==> config.mk <==
export PLATFORM = sky130hd
export DESIGN_NAME = serial_adder_ctrl_flat
export DESIGN_NICKNAME = d
export VERILOG_FILES = /design/src/rtl/serial_adder_ctrl_if.sv /design/src/rtl/serial_adder_ctrl.sv /design/src/flat_wrapper.sv
export SDC_FILE = /design/constraint.sdc
export NUM_CORES = 1
export LEC_CHECK = 0
export CAP_MARGIN = 25
export CELL_PAD_IN_SITES_DETAIL_PLACEMENT = 0
export CELL_PAD_IN_SITES_GLOBAL_PLACEMENT = 1
export CORE_UTILIZATION = 51
export CTS_BUF_LIST = sky130_fd_sc_hd__clkbuf_4 sky130_fd_sc_hd__clkbuf_8 sky130_fd_sc_hd__clkbuf_16
export CTS_CLUSTER_DIAMETER = 30
export DETAILED_ROUTE_END_ITERATION = 10
export DONT_BUFFER_PORTS = 1
export PLACE_DENSITY = 0.8
export RECOVER_POWER = 25
export SLEW_MARGIN = 25
export SYNTH_ARGS = -nofsm -noshare
export SYNTH_HDL_FRONTEND = slang
export SYNTH_SLANG_ARGS = --single-unit
==> constraint.sdc <==
create_clock -name clk -period 3.1 [get_ports clk]
set_input_delay 0.62 -clock clk [delete_from_list [all_inputs] [get_ports clk]]
set_output_delay 0.62 -clock clk [all_outputs]
set_load 0.005 [all_outputs]
==> src/rtl/serial_adder_ctrl_if.sv <==
// serial_adder_ctrl_if: issue-side bus of the bit-serial add/subtract sequencer
// Ports: start/sub/op_a/op_b/c_in from the issuer (master);
//        busy/done/result/c_out/overflow from the sequencer (slave).
interface serial_adder_ctrl_if #(parameter int WIDTH = 8);
    logic             start;
    logic             sub;
    logic [WIDTH-1:0] op_a;
    logic [WIDTH-1:0] op_b;
    logic             c_in;
    logic             busy;
    logic             done;
    logic [WIDTH-1:0] result;
    logic             c_out;
    logic             overflow;
    modport master (output start, sub, op_a, op_b, c_in, input busy, done, result, c_out, overflow);
    modport slave  (input start, sub, op_a, op_b, c_in, output busy, done, result, c_out, overflow);
endinterface

==> src/rtl/serial_adder_ctrl.sv <==
// serial_adder_ctrl: bit-serial add/subtract, one full_adder driven LSB-first over WIDTH cycles
// Ports: clk (rising edge), rst_n (async active-low), bus (serial_adder_ctrl_if.slave):
//        start/sub/op_a/op_b/c_in sampled in IDLE; busy in RUN+DONE; done one-cycle pulse;
//        result/c_out/overflow valid from done, held until the next accepted start.
module full_adder (
    input  logic a,
    input  logic b,
    input  logic c_in,
    output logic sum,
    output logic c_out
);
    assign sum   = a ^ b ^ c_in;
    assign c_out = (a & b) | (c_in & (a ^ b));
endmodule

module serial_adder_ctrl #(parameter int WIDTH = 8) (
    input logic                clk,
    input logic                rst_n,
    serial_adder_ctrl_if.slave bus
);
    localparam int CW = (WIDTH > 2) ? $clog2(WIDTH) : 1;
    localparam logic [CW-1:0] LAST = CW'(WIDTH - 1);
    typedef enum logic [1:0] {IDLE, RUN, DONE} state_t;
    state_t           state;
    logic [WIDTH-1:0] a_sh;
    logic [WIDTH-1:0] b_sh;
    logic [WIDTH-1:0] result;
    logic [CW-1:0]    cnt;
    logic             carry;
    logic             busy;
    logic             done;
    logic             c_out;
    logic             overflow;
    logic             fa_sum;
    logic             fa_c;
    full_adder fa (.a(a_sh[0]), .b(b_sh[0]), .c_in(carry), .sum(fa_sum), .c_out(fa_c));
    always_ff @(posedge clk or negedge rst_n) begin
        if (!rst_n) begin
            state    <= IDLE;
            a_sh     <= '0;
            b_sh     <= '0;
            result   <= '0;
            cnt      <= '0;
            carry    <= 1'b0;
            busy     <= 1'b0;
            done     <= 1'b0;
            c_out    <= 1'b0;
            overflow <= 1'b0;
        end else begin
            case (state)
                IDLE: if (bus.start) begin
                    // subtraction is A + ~B + 1, the +1 riding in on the initial carry
                    state  <= RUN;
                    busy   <= 1'b1;
                    a_sh   <= bus.op_a;
                    b_sh   <= bus.sub ? ~bus.op_b : bus.op_b;
                    carry  <= bus.sub | bus.c_in;
                    cnt    <= '0;
                    result <= '0;
                end
                RUN: begin
                    result <= {fa_sum, result[WIDTH-1:1]};
                    a_sh   <= a_sh >> 1;
                    b_sh   <= b_sh >> 1;
                    carry  <= fa_c;
                    cnt    <= cnt + 1'b1;
                    if (cnt == LAST) begin
                        // carry still holds the carry into the MSB here
                        c_out    <= fa_c;
                        overflow <= carry ^ fa_c;
                        done     <= 1'b1;
                        state    <= DONE;
                    end
                end
                DONE: begin
                    state <= IDLE;
                    busy  <= 1'b0;
                    done  <= 1'b0;
                end
                default: state <= IDLE;
            endcase
        end
    end
    assign bus.busy     = busy;
    assign bus.done     = done;
    assign bus.result   = result;
    assign bus.c_out    = c_out;
    assign bus.overflow = overflow;
endmodule

==> src/flat_wrapper.sv <==
// flat-port wrapper written by rule: the top's interface ports become plain ports
module serial_adder_ctrl_flat 
#(parameter int WIDTH = 8)
  (clk, rst_n, bus_start, bus_sub, bus_op_a, bus_op_b, bus_c_in, bus_busy, bus_done, bus_result, bus_c_out, bus_overflow);
  serial_adder_ctrl_if #(.WIDTH(WIDTH)) bus_i ();
  input logic clk;
  input logic rst_n;
  input wire logic [$bits(bus_i.start)-1:0] bus_start;
  input wire logic [$bits(bus_i.sub)-1:0] bus_sub;
  input wire logic [$bits(bus_i.op_a)-1:0] bus_op_a;
  input wire logic [$bits(bus_i.op_b)-1:0] bus_op_b;
  input wire logic [$bits(bus_i.c_in)-1:0] bus_c_in;
  output wire logic [$bits(bus_i.busy)-1:0] bus_busy;
  output wire logic [$bits(bus_i.done)-1:0] bus_done;
  output wire logic [$bits(bus_i.result)-1:0] bus_result;
  output wire logic [$bits(bus_i.c_out)-1:0] bus_c_out;
  output wire logic [$bits(bus_i.overflow)-1:0] bus_overflow;
  assign bus_i.start = bus_start;
  assign bus_i.sub = bus_sub;
  assign bus_i.op_a = bus_op_a;
  assign bus_i.op_b = bus_op_b;
  assign bus_i.c_in = bus_c_in;
  assign bus_busy = bus_i.busy;
  assign bus_done = bus_i.done;
  assign bus_result = bus_i.result;
  assign bus_c_out = bus_i.c_out;
  assign bus_overflow = bus_i.overflow;
  serial_adder_ctrl #(.WIDTH(WIDTH)) u_core (.clk(clk), .rst_n(rst_n), .bus(bus_i));
endmodule
==> flow_summary.yaml, run 1 <==
synth:
  synth_xor_xnor_area_share_pct: 4.914
  synth_commonest_cells: "34 x dfrtp_1, 12 x inv_1, 11 x o21ai_0, 10 x nand2_1"
  synth_cell_types: 28
  ys.flop_type: "dfrtp_1"
  synth_top_family_by_area: "compound AO/OA/AOI/OAI gates"
  synthSimpleGateAreaFrac_pct: 7.644
  ys_seq_elements: 34
  yosysWarnings: 0
  synth-edff-count: 0
  seq_area_frac_synth_pct: 53.04
  synthesis.nets: 174
  syn_area_mm2: 0.001604
  yosys-top-cells-area: "dfrtp_1 53%, a22o_1 4.9%, xnor2_1 3.8%"
  synthCells: 150
  synthMuxAreaShare_pct: 0
  synth_compound_area_share_pct: 25.74
  avgSynthCellArea_um2: 10.69
  synth.most_common_cell: "dfrtp_1"
  synth.top_cell.area_share_pct: 53.04
  synthAdderAreaFrac_pct: 2.808
  async_reset_ff_share_pct: 100.0
  synth_area_leader_cell: "dfrtp_1"
global_route:
  grt_pass1_vias: 1098
  grt_pass1_wl_um: 5016
  grt_max_degree: 35
  grt_usage_pct: 19.92
  antenna_found_initial: 0
  grt-ovfl-total: 0
detailed_routing:
  drt_iter0_markers: 22
  ant_nets: 0
  drtPass1Iterations: 4
  via_per_inst: 5.740
  drc: 0
  wl_um: 3027
  wl_per_cell_um: 15.77
  num_vias: 1102
cts:
  insertion_delay_ns: 0.34
  numCtsBuffers: 5
  root_buffer: "clkbuf_4"
  cts.path.max_buffers: 2
  post_cts_buffers: 0
  cts.clk_slew.worst_paths_ns: 0.11
  cts_resized: 0
  cts_tree: "yes"
  cts.htree.levels: 2
  cts_sinks: 34
  hold_buffers: 1
finish:
  fin_nets: 173
  syn_to_final_growth_pct: 6.319
  multiInputGateArea_um2: 659.4
  antennaDiodeCount: 0
  drive_gt1_share_pct: 6.000
  seq_area_um2: 850.8
  fin_cells: 192
  fillers: 249
floorplan:
  start_util_pct: 55.76
  num_rows: 19
  fp.dieW_um: 58.08
  core_area_mm2: 0.002877
  pin_count: 33
  dieArea_mm2: 0.003373
  die_h_um: 58.08
sta:
  setup_violations: 0
  hold_violations: 0
  slew_headroom_pct: -19.39
  fmax_ghz: 0.5467
  fin_crit_ns: 1.829
  tightest_slew_ns: 1.791
  rsz0062_at_grt: "no"
  finalCritPeriodShare_pct: 59.01
  slew_violations: 35
  fin_tns_setup_ns: 0
  fin_skew_ns: 0.007447
run_status:
  violations: "max-capacitance violations, max-slew violations"
  outcome: "finished with violations"
power:
  vdd_drop_max_mv: 0.4966
  p_per_area_mw_per_mm2: 932.3
  leakage_uw: 0.0007331
critical_path:
  rrSetupSlack_ns: 1.27
  cp_data_arrival_time_ns: 2.12
  startpoint_type: "register"
  required_ns: 3.39
  end_kind: "register"
  cp_max_fo: 25
  path_class: "register to register"
placement:
  place.detailed.hpwl_um: 1965
  io_buffer_count: 0
  place_congestion: 0.7122
  dp.cells: 183
hold_path:
  holdCritPathClass: "input port to register"
job:
  drv_cap: 1
## layer usage
layer,vias to the layer above,routed length (um),track usage [%]
met4,0,57,9.864
met5,-,0,0
met1,523,1500,27.19
met2,32,1302,28.24
met3,7,167,6.920
li1,540,-,-
## report_power, final
group | switching, uW | total, uW | internal, uW
clock network | 159 | 328 | 169
logic | 249 | 478 | 229
registers | 163 | 783 | 620
total | 571 | 1590 | 1020
## logic make-up after synthesis
kind of cell / after synthesis
flip-flops: 34
AND/OR/NAND/NOR: 24
XOR/XNOR: 9
buffers and inverters: 23
AO/OA/AOI/OAI: 57
adder cells (fa/ha/maj): 3
## cell type report
type | instances | share of cell area (%)
Inverter | 13 | 2.861
Clock inverter | 3 | 2.641
Tap cell | 42 | 3.081
Timing Repair Buffer | 2 | 0.6603
Sequential cell | 34 | 49.89
Multi-Input combinational cell | 93 | 38.66
Clock buffer | 5 | 2.201
## metrics by stage
step / setup slack (ns) / hold slack [ns] / area (um2) / total power (uW) / utilization, %
finish: 1.271 / 0.4488 / 1705 / 1590 / 59.29
floorplan: 1.686 / 0.3244 / 1604 / 1152 / -
CTS: 1.301 / 0.08231 / 1722 / 1605 / 59.85
global route: 1.006 / 0.4576 / 1705 / 1707 / 59.29
global placement: 1.328 / 0.3252 / 1619 / 1247 / 56.29
detailed placement: 1.318 / 0.3252 / 1619 / 1265 / 56.29
## final timing paths
check	start	endpoint	cells after the start
max in group asynchronous	rst_n	u_core.b_sh[6]	1
max	u_core.state[0]	u_core.bus.result[1]	2
min in group asynchronous	rst_n	u_core.bus.busy	1
max reg2reg	u_core.state[0]	u_core.bus.result[1]	2
min	bus_op_a[6]	u_core.a_sh[6]	2
min reg2reg	u_core.a_sh[3]	u_core.a_sh[3]	2
## cells in the final DEF, fill, tap and decap left out, types with 5 or more instances in the layout
master	instances
a21oi_1	9
a22o_1	9
a22oi_1	8
clkbuf_4	5
dfrtp_1	34
inv_1	12
nand2_1	10
nor2b_1	5
o21ai_0	11
o221ai_1	6
o32a_1	6
xnor2_1	7
## critical path, cell delays in order, from the launching register on
cell and delay [ns]:
dfrtp_1 0.69, o21bai_1 0.84, a22o_1 0.24
## flip-flops by register name (all words and copies together), names as in the netlist
| name | cells |
|---|---|
| u_core.bus.c_out | 1 |
| u_core.bus.overflow | 1 |
| u_core.bus.result | 8 |
| u_core.carry | 1 |
| u_core.b_sh | 8 |
| u_core.bus.done | 1 |
| u_core.cnt | 3 |
| u_core.a_sh | 8 |
| u_core.state | 2 |
| u_core.bus.busy | 1 |
(Power assumes the default switching activity.)
==> run 2, diff against run 1 <==
ABC_AREA = 1   (was default)
CORE_UTILIZATION = 41   (was 51)
PLACE_DENSITY = 0.72   (was 0.8)
clock period = 1.6 ns   (was 3.1 ns; I/O delays follow)
==> flow_summary.yaml, run 2 <==
run_status:
  outcome: "finished clean"
placement:
  place.detailed.hpwl_um: 2278
  place_congestion: 0.7369
  io_buffer_count: 0
synth:
  avgSynthCellArea_um2: 8.158
  yosysWarnings: 0
  synth.top_cell.area_share_pct: 51.63
  synth_cell_types: 18
  yosys-top-cells-area: "dfrtp_1 52%, nand2_1 17%, nand3_1 15%"
  ys_seq_elements: 34
  async_reset_ff_share_pct: 100.0
  syn_area_mm2: 0.001648
  ys.flop_type: "dfrtp_1"
  synthesis.nets: 226
  synth_commonest_cells: "73 x nand2_1, 51 x nand3_1, 34 x dfrtp_1, 15 x inv_1, 5 x buf_2"
  synth.most_common_cell: "nand2_1"
  synth-edff-count: 0
  synth_area_leader_cell: "dfrtp_1"
  synthCells: 202
  seq_area_frac_synth_pct: 51.63
sta:
  setup_violations: 0
  fin_tns_setup_ns: 0
  slew_headroom_pct: 43.76
  fmax_ghz: 0.7549
  fin_crit_ns: 1.325
  hold_violations: 0
  whs_ns: 0.1416
  fin_skew_ns: 0.01208
  tightest_slew_ns: 0.8437
  slew_violations: 0
  rsz0062_at_grt: "no"
  finalCritPeriodShare_pct: 82.80
floorplan:
  pin_count: 33
  start_util_pct: 44.02
  fp.dieW_um: 65.40
  num_rows: 22
  dieArea_mm2: 0.004277
  die_h_um: 65.40
  core_area_mm2: 0.003744
critical_path:
  crit_family: "simple AND/OR/NAND/NOR gates"
  required_ns: 1.77
  startpoint_type: "register"
  path_class: "register to register"
  end_kind: "register"
  cp_max_fo: 32
  cp_num_buf_inv: 1
  cp_slowest_cell: "dfrtp_1"
  cp_common_cell: "nand3_1"
  worst_path_largest_cell_delay_ns: 0.43
  cp_cell_sequence: "inv_2, nand2_2, nand3_1, nand3_1"
  cp_data_arrival_time_ns: 1.49
cts:
  root_buffer: "clkbuf_8"
  cts_sinks: 34
  cts.htree.levels: 2
  cts_resized: 0
  insertion_delay_ns: 0.30
  numCtsBuffers: 5
  cts.clk_slew.worst_paths_ns: 0.07
  cts_tree: "yes"
  cts.path.max_buffers: 2
finish:
  final_common_cell: "nand2_1"
  most-common-layout-cells: "73 x nand2_1, 51 x nand3_1, 34 x dfrtp_1, 15 x inv_1, 5 x clkbuf_8"
  largestRegisters: "u_core.a_sh: 8 flops, u_core.b_sh: 8 flops, u_core.bus.result: 8 flops"
  fin_nets: 228
  syn_to_final_growth_pct: 9.795
  antennaDiodeCount: 0
  drive_gt1_share_pct: 8.780
power:
  p_per_area_mw_per_mm2: 1870
  leakage_uw: 0.0009461
  vdd_drop_max_mv: 0.4568
detailed_routing:
  drtPass1Iterations: 4
  wl_per_cell_um: 13.28
  wl_um: 3360
  drt_iter0_markers: 102
  num_vias: 1289
  ant_nets: 0
  via_per_inst: 5.095
  drc: 0
global_route:
  grt_max_degree: 35
  grt_pass1_wl_um: 5789
  grt-ovfl-total: 0
  grt_usage_pct: 18.00
  grt_pass1_vias: 1284
  antenna_found_initial: 0
hold_path:
  holdCritPathClass: "input port to register"
job:
  drv_cap: 0
[run 2: changes by cell type after synthesis, sizes merged, moves of 7 or more]
| cell | before | now |
|---|---|---|
| a22o | 9 | 0 |
| a21oi | 9 | 0 |
| nand2 | 10 | 75 |
| nand3 | 0 | 51 |
| a22oi | 8 | 0 |
| o21ai | 13 | 6 |
[run 2: kinds of logic after synthesis]
logic type	count (synthesis)	synth area share [%]
AND/OR/NAND/NOR	130	34.40
flip-flops	34	51.63
buffers and inverters	27	8.352
AO/OA/AOI/OAI	6	1.822
adder cells (fa/ha/maj)	3	2.733
XOR/XNOR	2	1.063
[run 2: power by group]
group | switching, uW | internal (uW)
combinational | 615 | 349
sequential | 252 | 1200
clock | 339 | 624
total | 1210 | 2180
[run 2: per-layer routing]
metal	vias to the layer above	global-route usage [%]	wire, um
met5	-	0	0
met4	0	5.707	53
met3	6	6.250	178
met2	33	28.74	1587
met1	605	22.73	1540
li1	645	-	-
[run 2: path summary, 6_finish.rpt]
kind / startpoint / end / slack (ns) / depth (start not counted)
min in group asynchronous: rst_n / u_core.bus.result[1] / 0.66 / 2
min: bus_op_a[7] / u_core.a_sh[7] / 0.14 / 2
max: u_core.state[1] / u_core.a_sh[2] / 0.28 / 4
min reg2reg: u_core.a_sh[2] / u_core.a_sh[1] / 0.49 / 2
max in group asynchronous: rst_n / u_core.a_sh[3] / 0.40 / 2
max reg2reg: u_core.state[1] / u_core.a_sh[2] / 0.28 / 4
[run 2: final cells by class]
class	count	area, um2
clock buffer	5	68.82
tap	48	60.06
clock inverter	3	68.82
multi-input combinational	141	659.4
inverter	17	63.81
sequential	34	850.8
timing repair buffer	5	37.54
fill	399	1934
[run 2: timing repair]
action	4_1_cts	5_1_grt
setup buffers	0	0
endpoints found under the hold margin	34	0
hold buffers	2	0
[run 2: worst reg2reg max path: stages, from the launching register on]
cell,delay [ns]
dfrtp_1,0.43
inv_2,0.11
nand2_2,0.34
nand3_1,0.24
nand3_1,0.09
[run 2: metrics by stage]
stage / setup slack [ns] / instances / area [um2] / total power, uW / utilization [%]
2_1_floorplan: 0.4296 / 202 / 1648 / 2220 / -
3_3_place_gp: 0.3184 / 243 / 1657 / 2389 / 44.25
3_5_place_dp: 0.2700 / 243 / 1657 / 2437 / 44.25
4_1_cts: 0.2535 / 253 / 1824 / 3432 / 48.73
5_1_grt: 0.1714 / 253 / 1809 / 3636 / 48.33
6_report: 0.2753 / 253 / 1809 / 3383 / 48.33
